<file path="src/rtl/memory_unit_pkg.sv">
// rtl/memory_unit_pkg.sv - shared types and constants for the memory unit
package memory_unit_pkg;

    localparam int ADDR_W = 4;
    localparam int DATA_W = 8;

    // Bit positions of the memory controls inside the 15-bit control word.
    localparam int CW_WIDTH  = 15;
    localparam int SIG_L_MA  = 11;
    localparam int SIG_L_MD  = 10;
    localparam int SIG_CE    = 9;
    localparam int SIG_L_R   = 8;
    localparam logic [CW_WIDTH-1:0] CW_IDLE = 15'b000111111100011;

    typedef enum logic {
        ST_RUN  = 1'b0,
        ST_LOAD = 1'b1
    } mem_state_t;

endpackage

</file>
<file path="src/rtl/memory_unit_if.sv">
// rtl/memory_unit_if.sv - CPU control/bus and host program-load signals
// Ports: memory controls (active-low), shared bus in/out/oe, load_mode,
// prog_valid/ready/addr/data, prog_count, ctrl_err.
interface memory_unit_if #(
    parameter int ADDR_WIDTH = 4,
    parameter int DATA_WIDTH = 8
);
    logic                  mar_addr_load_n;
    logic                  mar_mem_load_n;
    logic                  ram_en_n;
    logic                  ram_load_n;
    logic [DATA_WIDTH-1:0] bus_in;
    logic [DATA_WIDTH-1:0] bus_out;
    logic                  bus_oe;
    logic                  load_mode;
    logic                  prog_valid;
    logic [ADDR_WIDTH-1:0] prog_addr;
    logic [DATA_WIDTH-1:0] prog_data;
    logic                  prog_ready;
    logic [ADDR_WIDTH:0]   prog_count;
    logic                  ctrl_err;

    modport slave (
        input  mar_addr_load_n, mar_mem_load_n, ram_en_n, ram_load_n,
        input  bus_in, load_mode, prog_valid, prog_addr, prog_data,
        output bus_out, bus_oe, prog_ready, prog_count, ctrl_err
    );

    modport master (
        output mar_addr_load_n, mar_mem_load_n, ram_en_n, ram_load_n,
        output bus_in, load_mode, prog_valid, prog_addr, prog_data,
        input  bus_out, bus_oe, prog_ready, prog_count, ctrl_err
    );
endinterface

</file>
<file path="src/rtl/ram16x8.sv">
// rtl/ram16x8.sv - flop-array RAM, async clear, one write port, combinational read
// Ports: clk, resetn, we/waddr/wdata (write), raddr -> rdata (read).
module ram16x8 #(
    parameter int ADDR_WIDTH = 4,
    parameter int DATA_WIDTH = 8
) (
    input  logic                  clk,
    input  logic                  resetn,
    input  logic                  we,
    input  logic [ADDR_WIDTH-1:0] waddr,
    input  logic [DATA_WIDTH-1:0] wdata,
    input  logic [ADDR_WIDTH-1:0] raddr,
    output logic [DATA_WIDTH-1:0] rdata
);
    localparam int DEPTH = 2 ** ADDR_WIDTH;

    logic [DATA_WIDTH-1:0] mem_q [DEPTH];

    always_ff @(posedge clk or negedge resetn) begin
        if (!resetn) begin
            for (int i = 0; i < DEPTH; i++) begin
                mem_q[i] <= '0;
            end
        end else if (we) begin
            mem_q[waddr] <= wdata;
        end
    end

    assign rdata = mem_q[raddr];
endmodule

</file>
<file path="src/rtl/memory_unit.sv">
// rtl/memory_unit.sv - MAR, MDR and 16x8 RAM responder with host program-load port
// Ports: clk, resetn (async, active-low), mem (memory_unit_if.slave: CPU memory
// controls, shared bus, host load handshake, prog_count, ctrl_err).
module memory_unit
    import memory_unit_pkg::*;
#(
    parameter int ADDR_WIDTH = 4,
    parameter int DATA_WIDTH = 8
) (
    input  logic          clk,
    input  logic          resetn,
    memory_unit_if.slave  mem
);
    localparam logic [ADDR_WIDTH:0] CNT_MAX = {1'b1, {ADDR_WIDTH{1'b0}}};

    mem_state_t            state_q, state_d;
    logic [ADDR_WIDTH-1:0] mar_q;
    logic [DATA_WIDTH-1:0] mdr_q;
    logic [ADDR_WIDTH:0]   count_q;
    logic                  err_q;

    logic                  run;
    logic                  host_we;
    logic                  cpu_we;
    logic                  conflict;
    logic                  enter_load;
    logic                  ram_we;
    logic [ADDR_WIDTH-1:0] ram_waddr;
    logic [DATA_WIDTH-1:0] ram_wdata;
    logic [DATA_WIDTH-1:0] ram_rdata;

    // The upper bus bits carry nothing for the MAR.
    logic [DATA_WIDTH-ADDR_WIDTH-1:0] unused_bus_hi;
    assign unused_bus_hi = mem.bus_in[DATA_WIDTH-1:ADDR_WIDTH];

    always_ff @(posedge clk or negedge resetn) begin
        if (!resetn) begin
            state_q <= ST_RUN;
        end else begin
            state_q <= state_d;
        end
    end

    always_comb begin
        state_d    = state_q;
        run        = 1'b0;
        host_we    = 1'b0;
        cpu_we     = 1'b0;
        conflict   = 1'b0;
        enter_load = 1'b0;
        case (state_q)
            ST_RUN: begin
                run        = 1'b1;
                cpu_we     = ~mem.ram_load_n & mem.ram_en_n;
                conflict   = ~mem.ram_load_n & ~mem.ram_en_n;
                enter_load = mem.load_mode;
                if (mem.load_mode) begin
                    state_d = ST_LOAD;
                end
            end
            ST_LOAD: begin
                // Dropping load_mode wins over a pending handshake.
                host_we = mem.load_mode & mem.prog_valid;
                if (!mem.load_mode) begin
                    state_d = ST_RUN;
                end
            end
            default: state_d = ST_RUN;
        endcase
    end

    // Write-port mux: host and CPU writes are exclusive by state.
    assign ram_we    = host_we | cpu_we;
    assign ram_waddr = host_we ? mem.prog_addr : mar_q;
    assign ram_wdata = host_we ? mem.prog_data : mdr_q;

    always_ff @(posedge clk or negedge resetn) begin
        if (!resetn) begin
            mar_q   <= '0;
            mdr_q   <= '0;
            count_q <= '0;
            err_q   <= 1'b0;
        end else begin
            if (run && !mem.mar_addr_load_n) begin
                mar_q <= mem.bus_in[ADDR_WIDTH-1:0];
            end
            if (run && !mem.mar_mem_load_n) begin
                mdr_q <= mem.bus_in;
            end
            if (conflict) begin
                err_q <= 1'b1;
            end
            if (enter_load) begin
                count_q <= '0;
            end else if (host_we && count_q != CNT_MAX) begin
                count_q <= count_q + 1'b1;
            end
        end
    end

    ram16x8 #(
        .ADDR_WIDTH (ADDR_WIDTH),
        .DATA_WIDTH (DATA_WIDTH)
    ) u_ram (
        .clk    (clk),
        .resetn (resetn),
        .we     (ram_we),
        .waddr  (ram_waddr),
        .wdata  (ram_wdata),
        .raddr  (mar_q),
        .rdata  (ram_rdata)
    );

    assign mem.bus_oe     = run & ~mem.ram_en_n;
    assign mem.bus_out    = mem.bus_oe ? ram_rdata : '0;
    assign mem.prog_ready = (state_q == ST_LOAD);
    assign mem.prog_count = count_q;
    assign mem.ctrl_err   = err_q;
endmodule

</file>
<file path="src/flat_wrapper.sv">
// flat-port wrapper written by rule: the top's interface ports become plain ports
module memory_unit_flat import memory_unit_pkg::*;
#(
    parameter int ADDR_WIDTH = 4,
    parameter int DATA_WIDTH = 8
)
  (clk, resetn, mem_mar_addr_load_n, mem_mar_mem_load_n, mem_ram_en_n, mem_ram_load_n, mem_bus_in, mem_load_mode, mem_prog_valid, mem_prog_addr, mem_prog_data, mem_bus_out, mem_bus_oe, mem_prog_ready, mem_prog_count, mem_ctrl_err);
  memory_unit_if #(.ADDR_WIDTH(ADDR_WIDTH), .DATA_WIDTH(DATA_WIDTH)) mem_i ();
  input  logic clk;
  input  logic resetn;
  input wire logic [$bits(mem_i.mar_addr_load_n)-1:0] mem_mar_addr_load_n;
  input wire logic [$bits(mem_i.mar_mem_load_n)-1:0] mem_mar_mem_load_n;
  input wire logic [$bits(mem_i.ram_en_n)-1:0] mem_ram_en_n;
  input wire logic [$bits(mem_i.ram_load_n)-1:0] mem_ram_load_n;
  input wire logic [$bits(mem_i.bus_in)-1:0] mem_bus_in;
  input wire logic [$bits(mem_i.load_mode)-1:0] mem_load_mode;
  input wire logic [$bits(mem_i.prog_valid)-1:0] mem_prog_valid;
  input wire logic [$bits(mem_i.prog_addr)-1:0] mem_prog_addr;
  input wire logic [$bits(mem_i.prog_data)-1:0] mem_prog_data;
  output wire logic [$bits(mem_i.bus_out)-1:0] mem_bus_out;
  output wire logic [$bits(mem_i.bus_oe)-1:0] mem_bus_oe;
  output wire logic [$bits(mem_i.prog_ready)-1:0] mem_prog_ready;
  output wire logic [$bits(mem_i.prog_count)-1:0] mem_prog_count;
  output wire logic [$bits(mem_i.ctrl_err)-1:0] mem_ctrl_err;
  assign mem_i.mar_addr_load_n = mem_mar_addr_load_n;
  assign mem_i.mar_mem_load_n = mem_mar_mem_load_n;
  assign mem_i.ram_en_n = mem_ram_en_n;
  assign mem_i.ram_load_n = mem_ram_load_n;
  assign mem_i.bus_in = mem_bus_in;
  assign mem_i.load_mode = mem_load_mode;
  assign mem_i.prog_valid = mem_prog_valid;
  assign mem_i.prog_addr = mem_prog_addr;
  assign mem_i.prog_data = mem_prog_data;
  assign mem_bus_out = mem_i.bus_out;
  assign mem_bus_oe = mem_i.bus_oe;
  assign mem_prog_ready = mem_i.prog_ready;
  assign mem_prog_count = mem_i.prog_count;
  assign mem_ctrl_err = mem_i.ctrl_err;
  memory_unit #(.ADDR_WIDTH(ADDR_WIDTH), .DATA_WIDTH(DATA_WIDTH)) u_core (.clk(clk), .resetn(resetn), .mem(mem_i));
endmodule
</file>
<file path="config.mk">
export PLATFORM = sky130hd
export DESIGN_NAME = memory_unit_flat
export DESIGN_NICKNAME = d
export VERILOG_FILES = /design/src/rtl/memory_unit_pkg.sv /design/src/rtl/memory_unit_if.sv /design/src/rtl/ram16x8.sv /design/src/rtl/memory_unit.sv /design/src/flat_wrapper.sv
export SDC_FILE = /design/constraint.sdc
export NUM_CORES = 1
export LEC_CHECK = 0
export ABC_AREA = 1
export CORE_MARGIN = 2
export CORE_UTILIZATION = 60
export CTS_CLUSTER_DIAMETER = 50
export DETAILED_ROUTE_END_ITERATION = 7
export HOLD_SLACK_MARGIN = 0.03
export PLACE_DENSITY = 0.8
export SLEW_MARGIN = 0
export SYNTH_ARGS = -nofsm -noshare
export SYNTH_HDL_FRONTEND = slang
export SYNTH_SLANG_ARGS = --single-unit
</file>
<file path="constraint.sdc">
create_clock -name clk -period 1.9 [get_ports clk]
set_clock_uncertainty 0.1 [all_clocks]
set_input_delay 0.38 -clock clk [delete_from_list [all_inputs] [get_ports clk]]
set_output_delay 0.38 -clock clk [all_outputs]
set_load 0.03 [all_outputs]
</file>
==> results of run 1 <==
[worst max-delay path by stage]
stage | cells past startpoint | endpoint | startpoint
finish | 8 | mem_bus_out[5] | u_core.mar_q[0]
global route | 8 | mem_bus_out[5] | u_core.mar_q[0]
CTS | 8 | mem_bus_out[1] | u_core.mar_q[0]
detailed placement | 10 | u_core.u_ram.mem_q[81] | mem_load_mode
global placement | 8 | u_core.u_ram.mem_q[82] | mem_load_mode
floorplan | 3 | mem_bus_out[0] | u_core.mem.prog_ready
[cell type report]
cell class / count / share of cell area [%]
repair buffers: 105 / 12.5
clock inverters: 13 / 2.23
clock buffers: 19 / 4.29
inverters: 94 / 3.55
multi-input cells: 803 / 39.6
flip-flops and latches: 147 / 35.7
well taps: 172 / 2.09
[stage by stage]
| step | util [%] | TNS (ns) | std cells | power [W] | hold slack, ns |
|---|---|---|---|---|---|
| detailed placement | 70.4 | -50.82 | 1303 | 0.00732 | 0.234 |
| global placement | 70.4 | -45.49 | 1303 | 0.00721 | 0.232 |
| floorplan | - | 0 | 1082 | 0.00624 | -0.0156 |
| finish | 81.4 | -4.61 | 1353 | 0.0118 | 0.0881 |
| CTS | 78.1 | -4.00 | 1343 | 0.0114 | 0.363 |
| global route | 81.4 | -6.66 | 1353 | 0.0123 | 0.103 |
[cells by family (layout without fill, tap and decap cells)]
kind of cell / Yosys count / count (layout) / synth area share [%]
buffers and inverters: 132 / 231 / 6.85
DFF: 147 / 147 / 47.2
adders and majority gates: 2 / 2 / 0.321
xor gates and xnor gates: 1 / 1 / 0.112
and+or+nand+nor: 761 / 761 / 42.6
AOI/OAI and AO/OA: 39 / 39 / 3.00
[Yosys cell counts]
cell type  number  share of area [%]
a21oi_1         9               0.58
and3_1          1              0.080
buf_1           7               0.34
buf_2          13               0.83
buf_4           2               0.19
buf_6           2               0.29
clkbuf_1       14               0.67
clkinv_1        3               0.14
dfrtp_1       147                 47
ha_1            2               0.32
inv_1          80                3.8
inv_2          11               0.53
nand2_1       616                 30
nand2_2        13                1.0
nand2_4        13                1.9
nand3_1        86                5.5
nand3_2         2               0.26
nand3_4         5                1.1
nand3b_1        1              0.096
nor2_1          5               0.24
nor2_2          1              0.080
nor2_4         18                2.6
o21ai_0        15               0.96
o21ai_1         8               0.51
o21ai_2         3               0.34
o21ai_4         2               0.42
o21bai_1        2               0.19
xor2_1          1               0.11
[metal layers]
metal | global-route usage, % | vias up
li1 | - | 3466
met1 | 45.8 | 3650
met2 | 55.2 | 575
met3 | 7.85 | 136
met4 | 20.6 | 0
met5 | 0 | -
[where the power goes]
part | internal, W | switching [W]
clock network | 0.00250 | 0.00137
logic | 0.00127 | 0.00220
registers | 0.00397 | 0.000514
total | 0.00774 | 0.00408
[flip-flops by register name, summed over array words and instances (netlist names)]
signal                 count
u_core.mar_q               4
u_core.mdr_q               8
u_core.mem.ctrl_err        1
u_core.mem.prog_count      5
u_core.mem.prog_ready      1
u_core.u_ram.mem_q       128
[what timing repair did]
action	CTS	global route
pin swaps	11	40
cloned	3	2
hold buffers	1	0
endpoints found under the hold margin	37	0
resized for setup	47	84
setup endpoints to repair	19	136
buffers inserted	4	10
[worst max-delay path: stages, from the launching register on]
cell       delay (ns)
dfrtp_2          0.48
buf_8            0.18
clkbuf_16        0.17
nand2_1          0.11
nand3_1          0.14
nand3_1          0.12
nand3_2          0.10
a21oi_4          0.19
buf_6            0.15
==> out/metrics.yaml, run 1 <==
place:
  placed_area_um2: 8920
  place_hpwl_um: 14400
  place_ws_ns: -0.451
  gp_congestion: 0.922
  port-buffer-count: 43
layout:
  mostFrequentLayoutCells: "588 x nand2_1, 146 x dfrtp_1, 78 x inv_1"
  layout-drive-gt1-share_pct: 22.1
  final_nets: 1198
  final_common_cell: "nand2_1"
  final_cell_area_um2: 10300
  multi_input_area_um2: 4090
  n_fill_cell: 780
  syn_to_final_growth_pct: 32.2
  antenna_cells: 0
  final-seq-area_um2: 3680
timing:
  fmax_mhz: 392
  period_share_pct: 134
  layout_min_cycle_time_ns: 2.55
  max_slew.worst_pin.slew_ns: 0.445
  finalSetupViolations: 13
  fin_ws_ns: -0.651
  rsz0062_at_grt: "yes"
  maxSlewViolCount: 0
  hold_viol: 0
  max_slew_margin_pct: 70.3
synthesis:
  synth_seq_area_share_pct: 47.2
  ys_seq_elements: 147
  syn_nets: 1112
  syn_avg_cell_area_um2: 7.21
  syn_inst: 1082
  synth.distinct_cells: 28
  syn_area_um2: 7800
  synth_warnings: 0
floorplan:
  fp-row-count: 41
  pin_count: 44
  core-area_um2: 12700
  die_h_um: 118
  fp.dieW_um: 118
  die_area_um2: 13900
  initial_core_util_pct: 61.6
run_status:
  outcome: "finished with violations"
  violations: "setup timing"
global_route:
  grt_pass1_wl_um: 38100
  antenna_found_initial: 0
  track_usage_pct: 35.4
  grt_pass1_vias: 7412
  overflow: 0
  grt_max_degree: 42
power:
  power_density_nw_per_um2: 1150
  p_leak_nw: 5.46
  vdd_drop_max_v: 0.000731
routing:
  wl_met3_um: 2800
  drtIter0Drc: 1128
  totalWireLength_um: 25600
  route.met2.wl_um: 11800
  firstDrtPassIters: 7
  vias: 7827
  drtAntennaViolNets: 0
  highest_layer: "met4"
  route.detailed.drc: 0
  wl_per_cell_um: 18.9
  via_per_inst: 5.78
  wl_met1_um: 9440
worst_hold_path:
  hp-start: "mem_load_mode"
  hold_end: "u_core.mem.prog_ready"
  hold_path_class: "in -> reg"
  whs_path_depth: 1
cts:
  cts_tree: "yes"
  htreeDepth: 4
  numCtsBuffers: 17
  clkTransAtPathRegs_ns: 0.06
  clock-root-buffer: "clkbuf_16"
  clk_latency_ns: 0.43
  cts.sinks: 147
  cts_buffer_depth: 2
setup_path:
  r2r-start: "u_core.mar_q[0]"
  reg2reg_depth: 10
  timing.rr.end: "u_core.u_ram.mem_q[14]"
  setup.worst_path.start_class: "flop"
  crit_path_end_kind: "output port"
  arrival_ns: 2.07
  required_ns: 1.42
  path_class: "reg -> out"
  crit_fanout: 11
  ff2ff_setup_slack_ns: -0.02
run:
  maxCapViolations: 0
(Power assumes the default switching activity.)
==> run 2: changes to the inputs <==
--- a/config.mk
+++ b/config.mk
@@ -6,12 +6,11 @@
 export NUM_CORES = 1
 export LEC_CHECK = 0
 export ABC_AREA = 1
-export CORE_MARGIN = 2
-export CORE_UTILIZATION = 60
+export CORE_UTILIZATION = 65
 export CTS_CLUSTER_DIAMETER = 50
 export DETAILED_ROUTE_END_ITERATION = 7
 export HOLD_SLACK_MARGIN = 0.03
-export PLACE_DENSITY = 0.8
+export PLACE_DENSITY = 0.86
 export SLEW_MARGIN = 0
 export SYNTH_ARGS = -nofsm -noshare
 export SYNTH_HDL_FRONTEND = slang
==> constraint.sdc (replaced) <==
create_clock -name clk -period 3.1 [get_ports clk]
set_clock_uncertainty 0.1 [all_clocks]
set_input_delay 0.62 -clock clk [delete_from_list [all_inputs] [get_ports clk]]
set_output_delay 0.62 -clock clk [all_outputs]
set_load 0.03 [all_outputs]
==> out/metrics.yaml, run 2 (same netlist as run 1, synthesis figures left out) <==
floorplan:
  die_area_um2: 12400
  initial_core_util_pct: 67.4
  fp-row-count: 39
  die_h_um: 112
  fp.dieW_um: 112
  pin_count: 44
  core-area_um2: 11600
cts:
  clkTransAtPathRegs_ns: 0.06
  cts_tree: "yes"
  clock-root-buffer: "clkbuf_16"
  clk_latency_ns: 0.43
  cts.sinks: 147
  numCtsBuffers: 17
  cts_buffer_depth: 2
  htreeDepth: 4
  cts_setup_buffers: 0
routing:
  route.detailed.drc: 2
  drtAntennaViolNets: 0
  totalWireLength_um: 21900
  firstDrtPassIters: 8
  via_per_inst: 5.63
  wl_per_cell_um: 16.9
  drtIter0Drc: 853
  vias: 7273
place:
  port-buffer-count: 43
  gp_congestion: 0.900
  place_hpwl_um: 14100
  dp.cells: 1259
  placed_area_um2: 8490
layout:
  layout-drive-gt1-share_pct: 12.1
  largest_register_ffs: 128
  final_nets: 1165
  max_flop_register: "u_core.u_ram.mem_q"
  final_common_cell: "nand2_1"
  antenna_cells: 0
  stdcell_count: 1291
  syn_to_final_growth_pct: 16.8
  final_cell_area_um2: 9110
  mostFrequentLayoutCells: "616 x nand2_1, 146 x dfrtp_1, 86 x nand3_1"
  postLayoutCoreUtil_pct: 78.8
setup_path:
  path_class: "reg -> out"
  crit_fanout: 17
  setup.worst_path.start_class: "flop"
  arrival_ns: 2.35
  required_ns: 2.38
  crit_path_end_kind: "output port"
timing:
  hold_ws_ns: 0.110
  fin_setup_tns_ns: 0
  period_share_pct: 99.0
  max_slew_margin_pct: 53.4
  maxSlewViolCount: 0
  layout_min_cycle_time_ns: 3.07
  finalSetupViolations: 0
  fmax_mhz: 326
  max_slew.worst_pin.slew_ns: 0.699
  hold_viol: 0
  rsz0062_at_grt: "no"
run:
  maxCapViolations: 0
power:
  power_density_nw_per_um2: 727
  vdd_drop_max_v: 0.000467
  p_leak_nw: 4.93
global_route:
  grtUsageMet1_pct: 45.9
  grt_use_met2_pct: 60.1
  grt_max_degree: 70
  grt_pass1_vias: 7324
  grt_pass1_wl_um: 35700
  antenna_found_initial: 0
  overflow: 0
  met3_usage_pct: 11.5
  track_usage_pct: 37.8
  grt_busiest_layer: "met2"
worst_hold_path:
  hold_path_class: "in -> async"
run_status:
  violations: "DRC"
  outcome: "finished with violations"
run 2: metrics by stage:
step,power [W],setup WS [ns]
after floorplan,0.00379,0.408
after global placement,0.00427,0.0753
after detailed placement,0.00433,0.0335
after CTS,0.00659,0.0283
after global routing,0.00697,0.0335
final,0.00662,0.0302
run 2: worst max-delay path: stages, from the launching register on:
cell and delay [ns]:
dfrtp_2 0.44, inv_2 0.21, buf_4 0.29, nand2_1 0.10, nand2_1 0.13, nand2_1 0.07
nand3_1 0.07, nand3_1 0.15, a21oi_1 0.25, buf_4 0.20
run 2: metal layers:
layer  wire length, um  vias up
met1              8310     3366
met2             10400      413
li1                  -     3394
met5                 0        -
met3              2190      100
met4              1010        0
run 2: where the power goes:
part           internal [W]  leakage [nW]  switching (W)  total (W)
Sequential          0.00243          1.94       0.000301    0.00273
Clock               0.00145         0.323       0.000782    0.00223
Combinational      0.000563          2.67        0.00110    0.00166
Total               0.00444          4.93        0.00218    0.00662
run 2: layout make-up:
type                            count  area (um^2)
Tap cell                          143          179
Multi-Input combinational cell    803         3590
Fill cell                         796         2450
Inverter                           94          353
Clock inverter                      9          149
Sequential cell                   147         3680
Clock buffer                       23          498
Timing Repair Buffer               72          664
run 2: path summary, 6_finish.rpt:
check	to	slack, ns	cells after the start	startpoint
worst min register to register	u_core.u_ram.mem_q[82]	0.37	2	u_core.u_ram.mem_q[82]
worst max register to register	u_core.u_ram.mem_q[77]	1.01	9	u_core.mar_q[0]
worst min-delay path	u_core.u_ram.mem_q[104]	0.11	1	resetn
worst max-delay path	mem_bus_out[3]	0.03	9	u_core.mar_q[0]
max in group asynchronous	u_core.u_ram.mem_q[58]	2.07	2	resetn
min in group clk	u_core.u_ram.mem_q[82]	0.37	2	u_core.u_ram.mem_q[82]
run 2: timing repair:
item                                    CTS  global route
gates resized for setup                   6            12
pin swaps                                 0             0
hold buffers                              0             0
endpoints found under the setup margin    6             6
